### config.mk
export PLATFORM = sky130hd
export DESIGN_NAME = xif_issue_driver
export DESIGN_NICKNAME = d
export VERILOG_FILES = /design/src/rtl/xif_issue_drv_pkg.sv /design/src/rtl/xif_id_scoreboard.sv /design/src/rtl/xif_issue_driver.sv
export SDC_FILE = /design/constraint.sdc
export NUM_CORES = 1
export LEC_CHECK = 0
export ABC_CLOCK_PERIOD_IN_PS = 2800
export BUFFER_PORTS_ARGS = -buffer_cell sky130_fd_sc_hd__buf_4
export CORE_ASPECT_RATIO = 1.4
export CORE_UTILIZATION = 47
export DETAILED_ROUTE_END_ITERATION = 10
export PLACE_DENSITY = 0.85
export SYNTH_ARGS = -nofsm -noshare
export SYNTH_HDL_FRONTEND = slang
export SYNTH_SLANG_ARGS = --single-unit
### constraint.sdc
create_clock -name clk_i -period 2.8 [get_ports clk_i]
set_input_delay 0.28 -clock clk_i [delete_from_list [all_inputs] [get_ports clk_i]]
set_output_delay 0.28 -clock clk_i [all_outputs]
set_load 0.005 [all_outputs]
### src/rtl/xif_issue_drv_pkg.sv
// Shared types and default widths for the XIF issue driver and its ID scoreboard.
package xif_issue_drv_pkg;

  localparam int unsigned DEF_ID_WIDTH        = 4;
  localparam int unsigned DEF_RFR_WIDTH       = 32;
  localparam int unsigned DEF_RFW_WIDTH       = 32;
  localparam int unsigned DEF_MAX_OUTSTANDING = 4;

  typedef enum logic [1:0] {
    IDLE   = 2'd0,
    ISSUE  = 2'd1,
    COMMIT = 2'd2
  } state_e;

  // One result transaction at the default widths.
  typedef struct packed {
    logic [DEF_ID_WIDTH-1:0]  id;
    logic [4:0]               rd;
    logic                     we;
    logic [DEF_RFW_WIDTH-1:0] data;
  } result_rec_t;

endpackage

### src/rtl/xif_id_scoreboard.sv
// Outstanding-ID bit vector with occupancy count, free check for the next ID and
// detection of results that name an ID that is not outstanding.
module xif_id_scoreboard #(
  parameter int unsigned ID_WIDTH        = 4,
  parameter int unsigned MAX_OUTSTANDING = 4,
  parameter int unsigned CNT_WIDTH       = $clog2(MAX_OUTSTANDING + 1)
) (
  input  logic                clk_i,
  input  logic                rst_i,
  input  logic                set_i,
  input  logic [ID_WIDTH-1:0] set_id_i,
  input  logic                clr_req_i,
  input  logic [ID_WIDTH-1:0] clr_id_i,
  input  logic [ID_WIDTH-1:0] query_id_i,
  output logic                free_o,
  output logic                clr_hit_o,
  output logic                err_o,
  output logic                busy_o
);

  localparam int unsigned DEPTH = 2 ** ID_WIDTH;
  localparam logic [CNT_WIDTH-1:0] MAX_CNT = CNT_WIDTH'(MAX_OUTSTANDING);
  localparam logic [CNT_WIDTH-1:0] CNT_ONE = CNT_WIDTH'(1);

  logic [DEPTH-1:0]     bits_q;
  logic [CNT_WIDTH-1:0] count_q;

  assign clr_hit_o = clr_req_i && bits_q[clr_id_i];
  assign err_o     = clr_req_i && !bits_q[clr_id_i];
  assign free_o    = (count_q < MAX_CNT) && !bits_q[query_id_i];
  assign busy_o    = (count_q != '0);

  // NOTE: the valid bits must be reset, unlike a data RAM: a stale bit would
  // block an ID forever and make a stray result look legitimate.
  // NOTE: non-blocking assignments so every register samples pre-edge values.
  always_ff @(posedge clk_i) begin
    if (rst_i) begin
      bits_q  <= '0;
      count_q <= '0;
    end else begin
      if (set_i)     bits_q[set_id_i] <= 1'b1;
      if (clr_hit_o) bits_q[clr_id_i] <= 1'b0;
      // Simultaneous set and clear leave the count unchanged.
      unique case ({set_i, clr_hit_o})
        2'b10:   count_q <= count_q + CNT_ONE;
        2'b01:   count_q <= count_q - CNT_ONE;
        default: count_q <= count_q;
      endcase
    end
  end

endmodule

### src/rtl/xif_issue_driver.sv
// Core-side XIF master: issue handshake, one commit per issued ID, result drain
// into register-file writebacks. Define XIF_ISSUE_DRV_PERF_EN for perf counters.
module xif_issue_driver
  import xif_issue_drv_pkg::*;
#(
  parameter int unsigned X_ID_WIDTH      = DEF_ID_WIDTH,
  parameter int unsigned X_RFR_WIDTH     = DEF_RFR_WIDTH,
  parameter int unsigned X_RFW_WIDTH     = DEF_RFW_WIDTH,
  parameter int unsigned MAX_OUTSTANDING = DEF_MAX_OUTSTANDING
) (
  input  logic                   clk_i,
  input  logic                   rst_i,
  input  logic                   instr_valid_i,
  output logic                   instr_ready_o,
  input  logic [31:0]            instr_i,
  input  logic [X_RFR_WIDTH-1:0] rs1_i,
  input  logic [X_RFR_WIDTH-1:0] rs2_i,
  input  logic                   kill_i,
  output logic                   issue_valid_o,
  input  logic                   issue_ready_i,
  output logic [31:0]            issue_instr_o,
  output logic [X_ID_WIDTH-1:0]  issue_id_o,
  output logic [X_RFR_WIDTH-1:0] issue_rs1_o,
  output logic [X_RFR_WIDTH-1:0] issue_rs2_o,
  input  logic                   issue_accept_i,
  output logic                   commit_valid_o,
  output logic [X_ID_WIDTH-1:0]  commit_id_o,
  output logic                   commit_kill_o,
  input  logic                   result_valid_i,
  output logic                   result_ready_o,
  input  logic [X_ID_WIDTH-1:0]  result_id_i,
  input  logic [4:0]             result_rd_i,
  input  logic                   result_we_i,
  input  logic [X_RFW_WIDTH-1:0] result_data_i,
  output logic                   wb_valid_o,
  output logic [4:0]             wb_rd_o,
  output logic [X_RFW_WIDTH-1:0] wb_data_o,
  output logic                   busy_o,
  output logic                   err_o
`ifdef XIF_ISSUE_DRV_PERF_EN
  ,
  output logic [31:0]            perf_issued_o,
  output logic [31:0]            perf_rejected_o,
  output logic [31:0]            perf_killed_o,
  output logic [31:0]            perf_results_o
`endif
);

  localparam logic [X_ID_WIDTH-1:0] ID_ONE = X_ID_WIDTH'(1);

  state_e                 state_q, state_d;
  logic [X_ID_WIDTH-1:0]  next_id_q;
  logic [31:0]            instr_q;
  logic [X_RFR_WIDTH-1:0] rs1_q, rs2_q;
  logic                   kill_q, accept_q;
  logic                   instr_hs, issue_hs, sb_set;
  logic                   sb_free, sb_hit, sb_err, sb_busy;
  logic                   wb_valid_q, err_q;
  logic [4:0]             wb_rd_q;
  logic [X_RFW_WIDTH-1:0] wb_data_q;

  // NOTE: every signal written here gets a default first, so no path infers a latch.
  always_comb begin
    state_d        = state_q;
    instr_ready_o  = 1'b0;
    issue_valid_o  = 1'b0;
    commit_valid_o = 1'b0;
    instr_hs       = 1'b0;
    issue_hs       = 1'b0;
    unique case (state_q)
      IDLE: begin
        // Refuse while full or while the next ID still awaits its result.
        instr_ready_o = sb_free && !rst_i;
        instr_hs      = instr_valid_i && instr_ready_o;
        if (instr_hs) state_d = ISSUE;
      end
      ISSUE: begin
        issue_valid_o = 1'b1;
        issue_hs      = issue_ready_i;
        if (issue_hs) state_d = COMMIT;
      end
      COMMIT: begin
        commit_valid_o = 1'b1;
        state_d        = IDLE;
      end
      default: state_d = IDLE;
    endcase
  end

  assign sb_set         = commit_valid_o && accept_q && !kill_q;
  assign commit_kill_o  = commit_valid_o && (kill_q || !accept_q);
  assign commit_id_o    = commit_valid_o ? next_id_q : '0;
  assign issue_instr_o  = instr_q;
  assign issue_id_o     = next_id_q;
  assign issue_rs1_o    = rs1_q;
  assign issue_rs2_o    = rs2_q;
  assign result_ready_o = 1'b1;
  assign busy_o         = (state_q != IDLE) || sb_busy;
  assign wb_valid_o     = wb_valid_q;
  assign wb_rd_o        = wb_rd_q;
  assign wb_data_o      = wb_data_q;
  assign err_o          = err_q;

  always_ff @(posedge clk_i) begin
    if (rst_i) begin
      state_q   <= IDLE;
      next_id_q <= '0;
      instr_q   <= '0;
      rs1_q     <= '0;
      rs2_q     <= '0;
      kill_q    <= 1'b0;
      accept_q  <= 1'b0;
    end else begin
      state_q <= state_d;
      if (instr_hs) begin
        instr_q <= instr_i;
        rs1_q   <= rs1_i;
        rs2_q   <= rs2_i;
        kill_q  <= kill_i;
      end
      if (issue_hs)       accept_q  <= issue_accept_i;
      if (commit_valid_o) next_id_q <= next_id_q + ID_ONE;
    end
  end

  // Results are never back-pressured; a hit clears the ID and may write back.
  always_ff @(posedge clk_i) begin
    if (rst_i) begin
      wb_valid_q <= 1'b0;
      wb_rd_q    <= '0;
      wb_data_q  <= '0;
      err_q      <= 1'b0;
    end else begin
      wb_valid_q <= sb_hit && result_we_i;
      if (sb_hit && result_we_i) begin
        wb_rd_q   <= result_rd_i;
        wb_data_q <= result_data_i;
      end
      if (sb_err) err_q <= 1'b1;
    end
  end

  xif_id_scoreboard #(
    .ID_WIDTH        (X_ID_WIDTH),
    .MAX_OUTSTANDING (MAX_OUTSTANDING)
  ) u_scoreboard (
    .clk_i      (clk_i),
    .rst_i      (rst_i),
    .set_i      (sb_set),
    .set_id_i   (next_id_q),
    .clr_req_i  (result_valid_i),
    .clr_id_i   (result_id_i),
    .query_id_i (next_id_q),
    .free_o     (sb_free),
    .clr_hit_o  (sb_hit),
    .err_o      (sb_err),
    .busy_o     (sb_busy)
  );

`ifdef XIF_ISSUE_DRV_PERF_EN
  logic [31:0] perf_issued_q, perf_rejected_q, perf_killed_q, perf_results_q;

  always_ff @(posedge clk_i) begin
    if (rst_i) begin
      perf_issued_q   <= '0;
      perf_rejected_q <= '0;
      perf_killed_q   <= '0;
      perf_results_q  <= '0;
    end else begin
      if (issue_hs && perf_issued_q != '1)                    perf_issued_q   <= perf_issued_q + 32'd1;
      if (commit_valid_o && !accept_q && perf_rejected_q != '1) perf_rejected_q <= perf_rejected_q + 32'd1;
      if (commit_valid_o && kill_q && perf_killed_q != '1)    perf_killed_q   <= perf_killed_q + 32'd1;
      if (sb_hit && perf_results_q != '1)                     perf_results_q  <= perf_results_q + 32'd1;
    end
  end

  assign perf_issued_o   = perf_issued_q;
  assign perf_rejected_o = perf_rejected_q;
  assign perf_killed_o   = perf_killed_q;
  assign perf_results_o  = perf_results_q;
`endif

endmodule

; ---- Word-level counts from Yosys, hierarchy flattened
; Cells that the tools add are included.
[totals]
wordCells = 74
out_inout_bits = 149
inputBits = 145
reg_bits = 162
[classes]
n_bitwise = 3
eq_ne = 6
reduce_logical = 23
n_lt_le_gt_ge = 5
add_sub_neg = 3
mux = 21
[ops]
columns = cell, count
row1 = 2-to-1 mux 16 bit, 3
row2 = AND 16 bit, 1
row3 = NOT 16 bit, 1
row4 = bitwise OR 16 bit, 1
row5 = logical AND 1 bit, 11
row6 = < comparator 4 x 5 -> 1 bit (second input constant), 2
row7 = 2-to-1 mux 1 bit, 9
row8 = binary-select mux 1 bit (select 4 bit), 2
row9 = demux 1 bit (select 4 bit), 2
row10 = >= comparator 4 x 1 -> 1 bit (second input constant), 2
row11 = one-hot mux 3 bit (2 select lines), 1
row12 = logical NOT 1 bit, 5
row13 = adder 4 x 1 -> 4 bit (second input constant), 1
row14 = == test 2 x 1 -> 1 bit (second input constant), 2
row15 = == test 2 bit (second input constant), 2
row16 = 2-to-1 mux 2 bit, 2
row17 = 2-to-1 mux 4 bit, 1
row18 = != test 2 bit (second input constant), 2
row19 = one-hot mux 2 bit (2 select lines), 1
row20 = nonzero test 2 bit, 2
row21 = adder 3 x 1 -> 3 bit (second input constant), 1
row22 = < comparator 3 bit (second input constant), 1
row23 = nonzero test 3 bit, 1
row24 = subtractor 3 x 1 -> 3 bit (second input constant), 1
row25 = other kinds (3), 4

; ---- Logic depth before layout (Yosys ltp)
; Gate-level depths: netlist (run 1).
[depth]
ltp_word = 9
depth_mapped = 11

; ---- Modules after synthesis
; From an unflattened synthesis (run 1), not the netlist that was laid out.
[unflattened]
hier_cells = 741
hier_area_um2 = 6103.4
[modules_own_cells]
columns = module, n_inst, cells_each, area_each_um2, seq_area_each_um2
row1 = xif_issue_driver, 1, 633, 5026.1, 2862.7
row2 = xif_id_scoreboard, 1, 108, 1077.3, 380.4

; ---- Least setup slack after synthesis (run 1)
; No wires, ideal clock.
[synth_path]
path_type = input port to flip-flop
from = in result_id_i[1]
to = reg u_scoreboard.count_q[2]
n_path_buf = 1
setup_ps = 70
arrival_time_ps = 2330
setup_slack_ps = 399
path_stages = 11
required_ps = 2730
path_cell_list = buf_4 mux2i_1 a221oi_1 nand2_1 a21boi_0 ha_1 inv_1 fa_1 xor2_1 or3_1 a21oi_1
[synth_between]
elab_chain_len = 5
word_cells_on_any_way = 7
cone_classes = 2 x eq/ne / 3 x mux / 2 x reduce/logical
[synth_lines]
columns = item, line_no
row1 = from (decl), xif_issue_driver.sv:31  ; input logic [X_ID_WIDTH-1:0] result_id_i,
row2 = binary-select mux 1 bit (select 4 bit) (*), xif_id_scoreboard.sv:28  ; assign clr_hit_o = clr_req_i && bits_q[clr_id_i];
row3 = 2-to-1 mux 1 bit (implied by the code) (*), xif_id_scoreboard.sv:28
row4 = logical AND 1 bit (*), xif_id_scoreboard.sv:28
row5 = == test 2 x 1 -> 1 bit / == test 2 bit (equally long branches), xif_id_scoreboard.sv:44  ; unique case ({set_i, clr_hit_o})
row6 = one-hot mux 3 bit (2 select lines) / nonzero test 2 bit (equally long branches), n/a
row7 = to (signal assigned), xif_id_scoreboard.sv:45  ; 2'b10: count_q <= count_q + CNT_ONE;
row8 = to (signal assigned), xif_id_scoreboard.sv:46  ; 2'b01: count_q <= count_q - CNT_ONE;
row9 = to (signal assigned), xif_id_scoreboard.sv:47  ; default: count_q <= count_q;
row10 = to (decl), xif_id_scoreboard.sv:26  ; logic [CNT_WIDTH-1:0] count_q;
; Every way passes the cells marked *; elsewhere a longest branch is shown, timed or not. The select of a mux whose other input is x is not followed.
; A chain may end at the register's enable or synchronous reset.

; ---- Worst setup path in the final report (run 1)
[layout_path]
from = reg u_scoreboard.bits_q[0]
to = reg u_scoreboard.count_q[2]
[layout_between]
elab_chain_len = 5
word_cells_on_any_way = 7
cone_classes = 2 x eq/ne / 3 x mux / 2 x reduce/logical
[layout_lines]
columns = item, line_no
row1 = from (decl), xif_id_scoreboard.sv:25  ; logic [DEPTH-1:0] bits_q;
row2 = from (signal assigned), xif_id_scoreboard.sv:38  ; bits_q <= '0;
row3 = "from (signal, indexed assignment)", xif_id_scoreboard.sv:41  ; if (set_i) bits_q[set_id_i] <= 1'b1;
row4 = "from (signal, indexed assignment)", xif_id_scoreboard.sv:42  ; if (clr_hit_o) bits_q[clr_id_i] <= 1'b0;
row5 = binary-select mux 1 bit (select 4 bit) (*), xif_id_scoreboard.sv:28
row6 = 2-to-1 mux 1 bit (implied by the code) (*), xif_id_scoreboard.sv:28
row7 = logical AND 1 bit (*), xif_id_scoreboard.sv:28
row8 = == test 2 x 1 -> 1 bit / == test 2 bit (equally long branches), xif_id_scoreboard.sv:44
row9 = one-hot mux 3 bit (2 select lines) / nonzero test 2 bit (equally long branches), n/a
; Marked as above.

==> results of run 1 <==
[cell type report]
type                       count  area, um^2
fill                        1059        3995
sequential                   162        3243
multi-input combinational    533        2990
timing repair buffer         306        2385
clock buffer                  18       439.2
tap                          182       227.7
clock inverter                14       143.9
inverter                       7       26.28
[cells in the mapped netlist, drive strengths merged (2+ instances only)]
cell type and n:
mux4 2, o211a 2, clkbuf 33, and2 5
nand2b 76, ha 5, inv 7, nand3 4
xnor2 2, buf 22, xor2 3, a21oi 114
nor2b 7, mux2i 46, nand2 201, nor2 18
mux2 4, a31oi 6, a22oi 3, dfxtp 162
a211oi 16, and3 4, nor3 2
[kinds of logic after synthesis]
group | after synthesis
and+or+nand+nor | 321
AOI/OAI and AO/OA | 148
muxes | 52
buffers and inverters | 62
other | 1
xor gates and xnor gates | 5
adders and majority gates | 6
DFF | 162
[worst max-delay path, cell delays in order (launching register included)]
cell,delay [ns]
dfxtp_1,0.37
mux2i_1,0.09
a221oi_1,0.31
nand2_1,0.11
a21boi_0,0.35
ha_1,0.24
inv_1,0.06
fa_1,0.37
xor2_1,0.15
or3_1,0.30
a21oi_1,0.13
[layer usage]
layer	part of all wire (%)	up-vias	GRT usage [%]	routed length, um
met2	51	234	44.42	9278
met3	9.2	30	9.507	1669
li1	-	3036	-	-
met1	37	2789	25.80	6766
met5	0	-	0	0
met4	2.8	0	9.764	501
[sequential cells by signal (all words and copies together), names as in the netlist, 2 cells and up]
signal / flops
issue_rs1_o: 32
state_q: 2
u_scoreboard.count_q: 3
issue_rs2_o: 32
issue_id_o: 4
u_scoreboard.bits_q: 16
issue_instr_o: 32
wb_rd_o: 5
wb_data_o: 32
[path summary, 6_finish.rpt]
| check | depth (start not counted) | from | slack [ns] | to |
|---|---|---|---|---|
| hold reg to reg | 2 | issue_rs1_o[16] | 0.45 | issue_rs1_o[16] |
| setup reg to reg | 10 | u_scoreboard.bits_q[0] | 0.24 | u_scoreboard.count_q[2] |
| hold / removal | 3 | instr_i[24] | 0.11 | issue_instr_o[24] |
| setup / recovery | 10 | u_scoreboard.bits_q[0] | 0.24 | u_scoreboard.count_q[2] |
[power by group]
| part | switching, mW | internal [mW] |
|---|---|---|
| combinational | 0.296 | 0.370 |
| clock | 1.00 | 1.28 |
| sequential | 0.0497 | 2.40 |
| total | 1.35 | 4.05 |
[layout by cell type (no fill, tap or decap), drive strengths merged, types with 2 or more instances in the layout]
| cell | n |
|---|---|
| a21oi | 114 |
| ha | 5 |
| nor2b | 7 |
| nor2 | 18 |
| a31oi | 6 |
| clkbuf | 18 |
| nor3 | 2 |
| a211oi | 16 |
| nand3 | 4 |
| mux2 | 4 |
| o211a | 2 |
| mux4 | 2 |
| a22oi | 3 |
| mux2i | 46 |
| nand2b | 76 |
| xnor2 | 2 |
| xor2 | 3 |
| inv | 15 |
| and2 | 5 |
| clkinv | 4 |
| and3 | 4 |
| nand2 | 201 |
| dfxtp | 162 |
| buf | 306 |
[stage by stage]
step | utilization, % | hold WS (ns)
3_3_place_gp | 65.96 | 0.4407
6_report | 70.30 | 0.1103
5_1_grt | 70.30 | 0.09497
3_5_place_dp | 65.96 | 0.4469
4_1_cts | 70.30 | 0.09177
2_1_floorplan | - | 0.4160
==> run_results.csv, run 1 <==
group,metric,value,unit
status,outcome,"completed",
clock_tree,cts_buffers,17,
global_route,grt_remaining_overflow,0,
pwr,p_per_area,571.4,mW/mm^2
timing,setup_violations,0,
clock_tree,cts_sinks,162,
clock_tree,clkTransAtPathRegs,0.07,ns
logic_synthesis,yosysUniqueCellTypes,40,
routing,routed_wl,18220,um
logic_synthesis,synth-compound-area-share,12.72,%
logic_synthesis,ys_seq_area_share,49.66,%
global_route,grt_pass1_wl,28020,um
logic_synthesis,synthFlopType,"dfxtp_1",
cells_and_area,n_antenna_cell,0,
routing,wl_per_cell,14.91,um
logic_synthesis,synth_top_family_by_area,"simple AND/OR/NAND/NOR gates",
logic_synthesis,synth.area.top_cells,"dfxtp_1, nand2_1, a21oi_1",
placed_design,gp_congestion,0.8941,
clock_tree,clock_path_buffers,2,
floorplan,die_w,101.6,um
logic_synthesis,synth-xor-area-share,0.6706,%
logic_synthesis,yosys.area_share.adder,1.265,%
routing,drt-vias-per-instance,4.983,
timing,slew_viol_final,0,
logic_synthesis,synth_edf_count,0,
timing,fin_setup_tns,0,ns
routing,drc,0,
clock_tree,clk_latency,0.41,ns
placed_design,port-buffer-count,292,
pwr,p_leak,4.302,nW
min_path,hold_class,"in2reg",
logic_synthesis,synth_top_area_cell,"dfxtp_1",
setup_path,worst-path-max-fanout,3,
cells_and_area,instances_no_fill,1222,
logic_synthesis,synthesis.nets,908,
logic_synthesis,synth_warnings,0,
clock_tree,post_cts_buffers,0,
floorplan,core,0.01345,mm^2
timing,setup_ws,0.2362,ns
pwr,ir_drop,376.7,uV
setup_path,worst-setup-path-type,"reg2reg",
setup_path,cp.required,3.13,ns
clock_tree,cts_root_buf,"clkbuf_16",
routing,drt_iter0_drc,187,
timing,rsz0062_at_grt,"false",
logic_synthesis,synth-async-reset-ratio,0,%
placed_design,pre_cts_ws,0.1288,ns
timing,hold_viol_final,0,
setup_path,startpoint_type,"flop",
floorplan,pin_count,294,
floorplan,die_h,141.5,um
floorplan,num_rows,50,
clock_tree,cts_hold_buf,0,
setup_path,end_kind,"flop",
timing,fin_crit,2.564,ns
placed_design,numPlacedInstances,1190,
timing,worst_pin_slew,0.7887,ns
logic_synthesis,syn-cell-area,0.006530,mm^2
cells_and_area,area_delta_synth_final,44.80,%
logic_synthesis,synth_cells,757,
routing,antenna_left,0,
logic_synthesis,yosysTopAreaCellShare,49.66,%
logic_synthesis,post_synth_and_or_nand_nor_area_fraction,22.32,%
global_route,grt_pass1_vias,5821,
pwr,finalPower,5.402,mW
cells_and_area,drive_above_1_share,33.37,%
cells_and_area,design_area,0.009455,mm^2
global_route,grtUsageTotal,24.89,%
global_route,grt_max_degree,200,
logic_synthesis,synth_area_per_cell,8.626,um^2
logic_synthesis,synthMuxAreaShare,8.488,%
floorplan,die_area,0.01438,mm^2
routing,firstDrtPassIters,5,
clock_tree,post_cts_resize_count,0,
placed_design,dpl.hpwl,13180,um
clock_tree,cts_tree,"built",
clock_tree,htreeDepth,4,
setup_path,crit_arrival,2.89,ns
timing,min_period_over_period,91.57,%
routing,num_vias,6089,
cells_and_area,final_net_count,1178,
job,cap_violations,0,
timing,fin_worst_skew,0.01063,ns
placed_design,placed_area,0.008872,mm^2
global_route,antenna_found_initial,0,
timing,fmax,390.0,MHz
floorplan,initial_core_util,48.55,%
logic_synthesis,synth_seq_cells,162,
timing,worst_slew_margin_rel,47.42,%
Power figures use the tool's default switching activity.
==> inputs of run 2 (changes only) <==
Settings changed: CORE_UTILIZATION 47 to 49, CTS_BUF_LIST set to sky130_fd_sc_hd__clkbuf_4 sky130_fd_sc_hd__clkbuf_8, PLACE_DENSITY 0.85 to 0.88.
==> run_results.csv, run 2 (synthesis gave the netlist of run 1 again) <==
group,metric,value,unit
pwr,p_per_area,525.4,mW/mm^2
setup_path,crit_arrival,2.31,ns
floorplan,pin_count,294,
floorplan,die_area,0.01380,mm^2
global_route,grt_max_degree,127,
cells_and_area,instances_no_fill,1218,
routing,drt_iter0_drc,253,
clock_tree,cts_buffers,17,
clock_tree,clock_path_buffers,2,
timing,rsz0062_at_grt,"false",
clock_tree,post_cts_buffers,0,
placed_design,numPlacedInstances,1186,
placed_design,placed_area,0.008817,mm^2
timing,setup_violations,0,
clock_tree,cts_root_buf,"clkbuf_8",
setup_path,crit_path_frequent_cell,"buf_4",
global_route,grtUsageTotal,26.23,%
timing,slew_viol_final,0,
setup_path,cpPeakStageDelay,0.59,ns
timing,fin_setup_tns,0,ns
setup_path,worst-setup-path-type,"reg2out",
setup_path,slowest_stage,"dfxtp_1",
timing,worst_slew_margin_rel,31.20,%
global_route,grt_remaining_overflow,0,
routing,drt-vias-per-instance,5.003,
global_route,antenna_found_initial,0,
routing,routed_wl,18040,um
setup_path,cp_cell_sequence,"mux2_2, a222oi_1, buf_4, o211a_1, buf_4",
timing,fin_worst_skew,0.01713,ns
timing,fin_crit,2.589,ns
cells_and_area,drive_above_1_share,33.46,%
min_path,hold_class,"in2reg",
cells_and_area,final_net_count,1178,
placed_design,port-buffer-count,292,
clock_tree,cts_hold_buf,0,
setup_path,worst-path-max-fanout,12,
global_route,grt_pass1_wl,28500,um
clock_tree,clk_latency,0.44,ns
status,outcome,"completed",
timing,min_period_over_period,92.47,%
placed_design,dpl.hpwl,12970,um
timing,timing.hold.ws,0.07319,ns
clock_tree,cts_sinks,162,
floorplan,core,0.01294,mm^2
timing,fmax,386.2,MHz
cells_and_area,n_antenna_cell,0,
routing,drc,0,
setup_path,critPathTopFamily,"flip-flops",
routing,firstDrtPassIters,4,
timing,hold_viol_final,0,
clock_tree,cts_tree,"built",
cells_and_area,design_area,0.009224,mm^2
clock_tree,htreeDepth,4,
floorplan,die_h,138.6,um
clock_tree,post_cts_resize_count,0,
setup_path,end_kind,"output port",
floorplan,num_rows,49,
pwr,finalPower,4.846,mW
setup_path,cp.required,2.52,ns
pwr,ir_drop,348.6,uV
pwr,p_leak,4.191,nW
cells_and_area,area_delta_synth_final,41.25,%
cells_and_area,final_cell_mix,"buf_4, nand2_1, dfxtp_1, a21oi_1, nand2b_1",
clock_tree,clkTransAtPathRegs,0.09,ns
setup_path,startpoint_type,"flop",
job,cap_violations,0,
routing,wl_per_cell,14.81,um
timing,worst_pin_slew,1.032,ns
global_route,grt_pass1_vias,5886,
floorplan,die_w,99.57,um
placed_design,gp_congestion,0.9027,
floorplan,initial_core_util,50.48,%
routing,num_vias,6094,
setup_path,cp_num_buf_inv,2,
cells_and_area,fill_cells,1004,
routing,antenna_left,0,
cells_and_area,final_common_cell,"buf_4",
==> run 2: changes by cell type in the layout (fill, tap and decap cells not counted), moves of 2 or more <==
cell        previous run  this run
inv_6                  6         4
buf_12                 7         3
clkbuf_8               1        18
clkinv_4               3         1
buf_4                299       303
clkbuf_16             17         0
clkinvlp_4             1         4
==> run 2: metal layers <==
| metal | vias to the layer above | track usage (%) | part of all wire, % | wire, um |
|---|---|---|---|---|
| met5 | - | 0 | 0 | 0 |
| met2 | 266 | 44.88 | 50 | 8987 |
| met1 | 2747 | 28.40 | 38 | 6867 |
| met4 | 0 | 12.15 | 3.5 | 630 |
| li1 | 3036 | - | - | - |
| met3 | 45 | 9.879 | 8.6 | 1552 |
==> run 2: layout make-up <==
cell class / count / area (um^2) / share of cell area [%]
inverters: 7 / 26.28 / 0.2849
well taps: 178 / 222.7 / 2.415
clock inverters: 13 / 150.1 / 1.628
clock buffers: 19 / 255.2 / 2.767
repair buffers: 306 / 2335 / 25.31
multi-input cells: 533 / 2990 / 32.42
flip-flops and latches: 162 / 3244 / 35.17
==> run 2: power by group <==
group / total [mW] / internal, mW / switching, mW
sequential: 2.45 / 2.40 / 0.0510
combinational: 0.653 / 0.359 / 0.294
clock: 1.74 / 0.843 / 0.901
total: 4.85 / 3.60 / 1.25
==> run 2: final timing paths <==
kind | from | end | slack, ns | cells after the start
hold / removal | rs1_i[19] | issue_rs1_o[19] | 0.07 | 3
setup reg to reg | u_scoreboard.bits_q[0] | u_scoreboard.count_q[2] | 0.31 | 10
hold reg to reg | issue_rs2_o[18] | issue_rs2_o[18] | 0.46 | 2
setup / recovery | issue_id_o[1] | instr_ready_o | 0.21 | 5
==> run 2: worst min-delay path, delay by kind of cell <==
kind,cells,cell delay (ns)
simple gates,1,0.04
buf+inv,1,0.11
compound gates,1,0.05
==> run 2: through the flow <==
stage / setup WS, ns / utilization (%)
floorplan: 0.3992 / -
global placement: 0.2542 / 68.16
detailed placement: 0.1750 / 68.16
CTS: 0.1207 / 71.29
global route: 0.1158 / 71.30
finish: 0.2108 / 71.30
==> inputs of run 3 (changes only) <==
Settings changed: REMOVE_ABC_BUFFERS set to 1.
==> run_results.csv, run 3 (synthesis gave the netlist of run 1 again) <==
group,metric,value,unit
status,outcome,"completed",
floorplan,die_w,99.57,um
placed_design,dpl.hpwl,13530,um
clock_tree,cts_tree,"built",
pwr,clkPwrFrac,33.0,%
setup_path,crit_path_frequent_cell,"buf_4",
pwr,p_leak,4.165,nW
routing,num_vias,6177,
floorplan,pin_count,294,
setup_path,cp.required,2.52,ns
floorplan,initial_core_util,50.48,%
pwr,intPower,3.390,mW
cells_and_area,final_cell_mix,"buf_4, nand2_1, dfxtp_1, a21oi_1, nand2b_1",
min_path,hold-path-endpoint,"issue_rs2_o[16]",
setup_path,slowest_stage,"dfxtp_1",
routing,drt_iter0_drc,315,
clock_tree,post_cts_buffers,0,
clock_tree,clk_latency,0.44,ns
global_route,grtUsageMet1,27.23,%
placed_design,gp_congestion,0.9513,
setup_path,r2r_end,"u_scoreboard.count_q[2]",
global_route,antenna_found_initial,0,
cells_and_area,seqCellArea,0.003243,mm^2
clock_tree,cts_buffers,17,
floorplan,core,0.01294,mm^2
global_route,grt_remaining_overflow,0,
global_route,met2_usage,46.56,%
cells_and_area,fill_cells,997,
routing,drt-vias-per-instance,5.063,
global_route,grt_pass1_vias,5911,
setup_path,r2r_cells,10,
setup_path,path_depth,6,
timing,setup_violations,0,
timing,fin_crit,2.493,ns
setup_path,cpPeakStageDelay,0.47,ns
placed_design,port-buffer-count,292,
placed_design,numPlacedInstances,1188,
clock_tree,clkTransAtPathRegs,0.09,ns
setup_path,end_kind,"output port",
pwr,p_seq_share,52.9,%
timing,rsz0062_at_grt,"false",
routing,firstDrtPassIters,5,
global_route,grt_pass1_wl,28740,um
clock_tree,clock_path_buffers,2,
job,cap_violations,0,
setup_path,reg2reg_slack,0.40,ns
cells_and_area,area_delta_synth_final,40.35,%
timing,fmax,401.2,MHz
routing,antenna_left,0,
cells_and_area,instances_no_fill,1220,
pwr,switching_share,26.72,%
clock_tree,htreeDepth,4,
clock_tree,cts_sinks,162,
clock_tree,cts_hold_buf,0,
setup_path,cp_cell_sequence,"buf_4, mux2_4, a222oi_1, buf_4, o211a_1, buf_4",
cells_and_area,multi_input_area,0.002990,mm^2
floorplan,die_h,138.6,um
pwr,power.switching,1.236,mW
timing,fin_worst_skew,0.01817,ns
timing,hold_viol_final,0,
timing,slew_viol_final,0,
timing,fin_setup_tns,0,ns
routing,routed_wl,18410,um
floorplan,die_area,0.01380,mm^2
min_path,holdPathStages,3,
timing,min_period_over_period,89.02,%
cells_and_area,n_antenna_cell,0,
global_route,grt_max_degree,122,
setup_path,timing.rr.start,"u_scoreboard.bits_q[2]",
cells_and_area,final_net_count,1180,
cells_and_area,drive_above_1_share,33.49,%
global_route,grt.busiest_layer,"met2",
global_route,grtUsageTotal,26.49,%
min_path,min_from,"rs2_i[16]",
routing,wl_per_cell,15.09,um
clock_tree,cts_root_buf,"clkbuf_8",
routing,drc,0,
global_route,use_met3,8.417,%
setup_path,worst-setup-path-type,"reg2out",
setup_path,crit_arrival,2.21,ns
setup_path,cp_num_buf_inv,3,
floorplan,num_rows,49,
min_path,hold_class,"in2reg",
pwr,p_per_area,504.7,mW/mm^2
setup_path,startpoint_type,"flop",
clock_tree,post_cts_resize_count,0,
timing,worst_pin_slew,0.9603,ns
pwr,p_comb_share,14.1,%
setup_path,critPathTopFamily,"buffers and inverters",
setup_path,worst-path-max-fanout,10,
cells_and_area,final_common_cell,"buf_4",
timing,worst_slew_margin_rel,35.98,%
pwr,ir_drop,383.6,uV
run 3: per-layer routing:
layer | wire length (um) | vias to the layer above | share of wire (%)
li1 | - | 3033 | -
met1 | 6453 | 2809 | 35
met2 | 9710 | 262 | 53
met3 | 1278 | 73 | 6.9
met4 | 972 | 0 | 5.3
met5 | 0 | - | 0
run 3: through the flow:
stage               util (%)  instance area, um^2  power (mW)  setup slack [ns]  hold WS [ns]
floorplan                  -                 6242       2.730           -0.4585        0.3491
finish                 70.85                 9165       4.626            0.3074       0.07888
detailed placement     68.18                 8820       3.156            0.2396        0.4466
global placement       68.18                 8820       3.140            0.3427        0.4411
global route           70.85                 9165       4.836            0.1526       0.03943
CTS                    70.85                 9165       4.666            0.2699       0.04712
run 3: worst max-delay path by stage:
stage / endpoint / startpoint
floorplan: issue_instr_o[0] / issue_id_o[0]
global placement: u_scoreboard.count_q[2] / result_id_i[0]
detailed placement: u_scoreboard.count_q[2] / result_id_i[0]
CTS: instr_ready_o / issue_id_o[0]
global route: u_scoreboard.count_q[2] / u_scoreboard.bits_q[2]
finish: instr_ready_o / issue_id_o[0]
run 3: cell type report:
cell class | count | area share, %
inverters | 7 | 0.2867
repair buffers | 308 | 25.50
multi-input cells | 533 | 32.63
clock buffers | 18 | 2.635
flip-flops and latches | 162 | 35.39
well taps | 178 | 2.430
clock inverters | 14 | 1.133
run 3: power groups by stage:
stage / Combinational [mW] / Clock, mW / Sequential [mW]
3_3_place_gp: 0.644 / 0 / 2.50
3_5_place_dp: 0.655 / 0 / 2.50
6_report: 0.653 / 1.52 / 2.45
2_1_floorplan: 0.223 / 0 / 2.51
5_1_grt: 0.710 / 1.66 / 2.46
4_1_cts: 0.657 / 1.56 / 2.45
run 3: worst min-delay path, stage by stage:
cell	delay [ns]
buf_4	0.11
nand2_1	0.04
a21oi_1	0.05
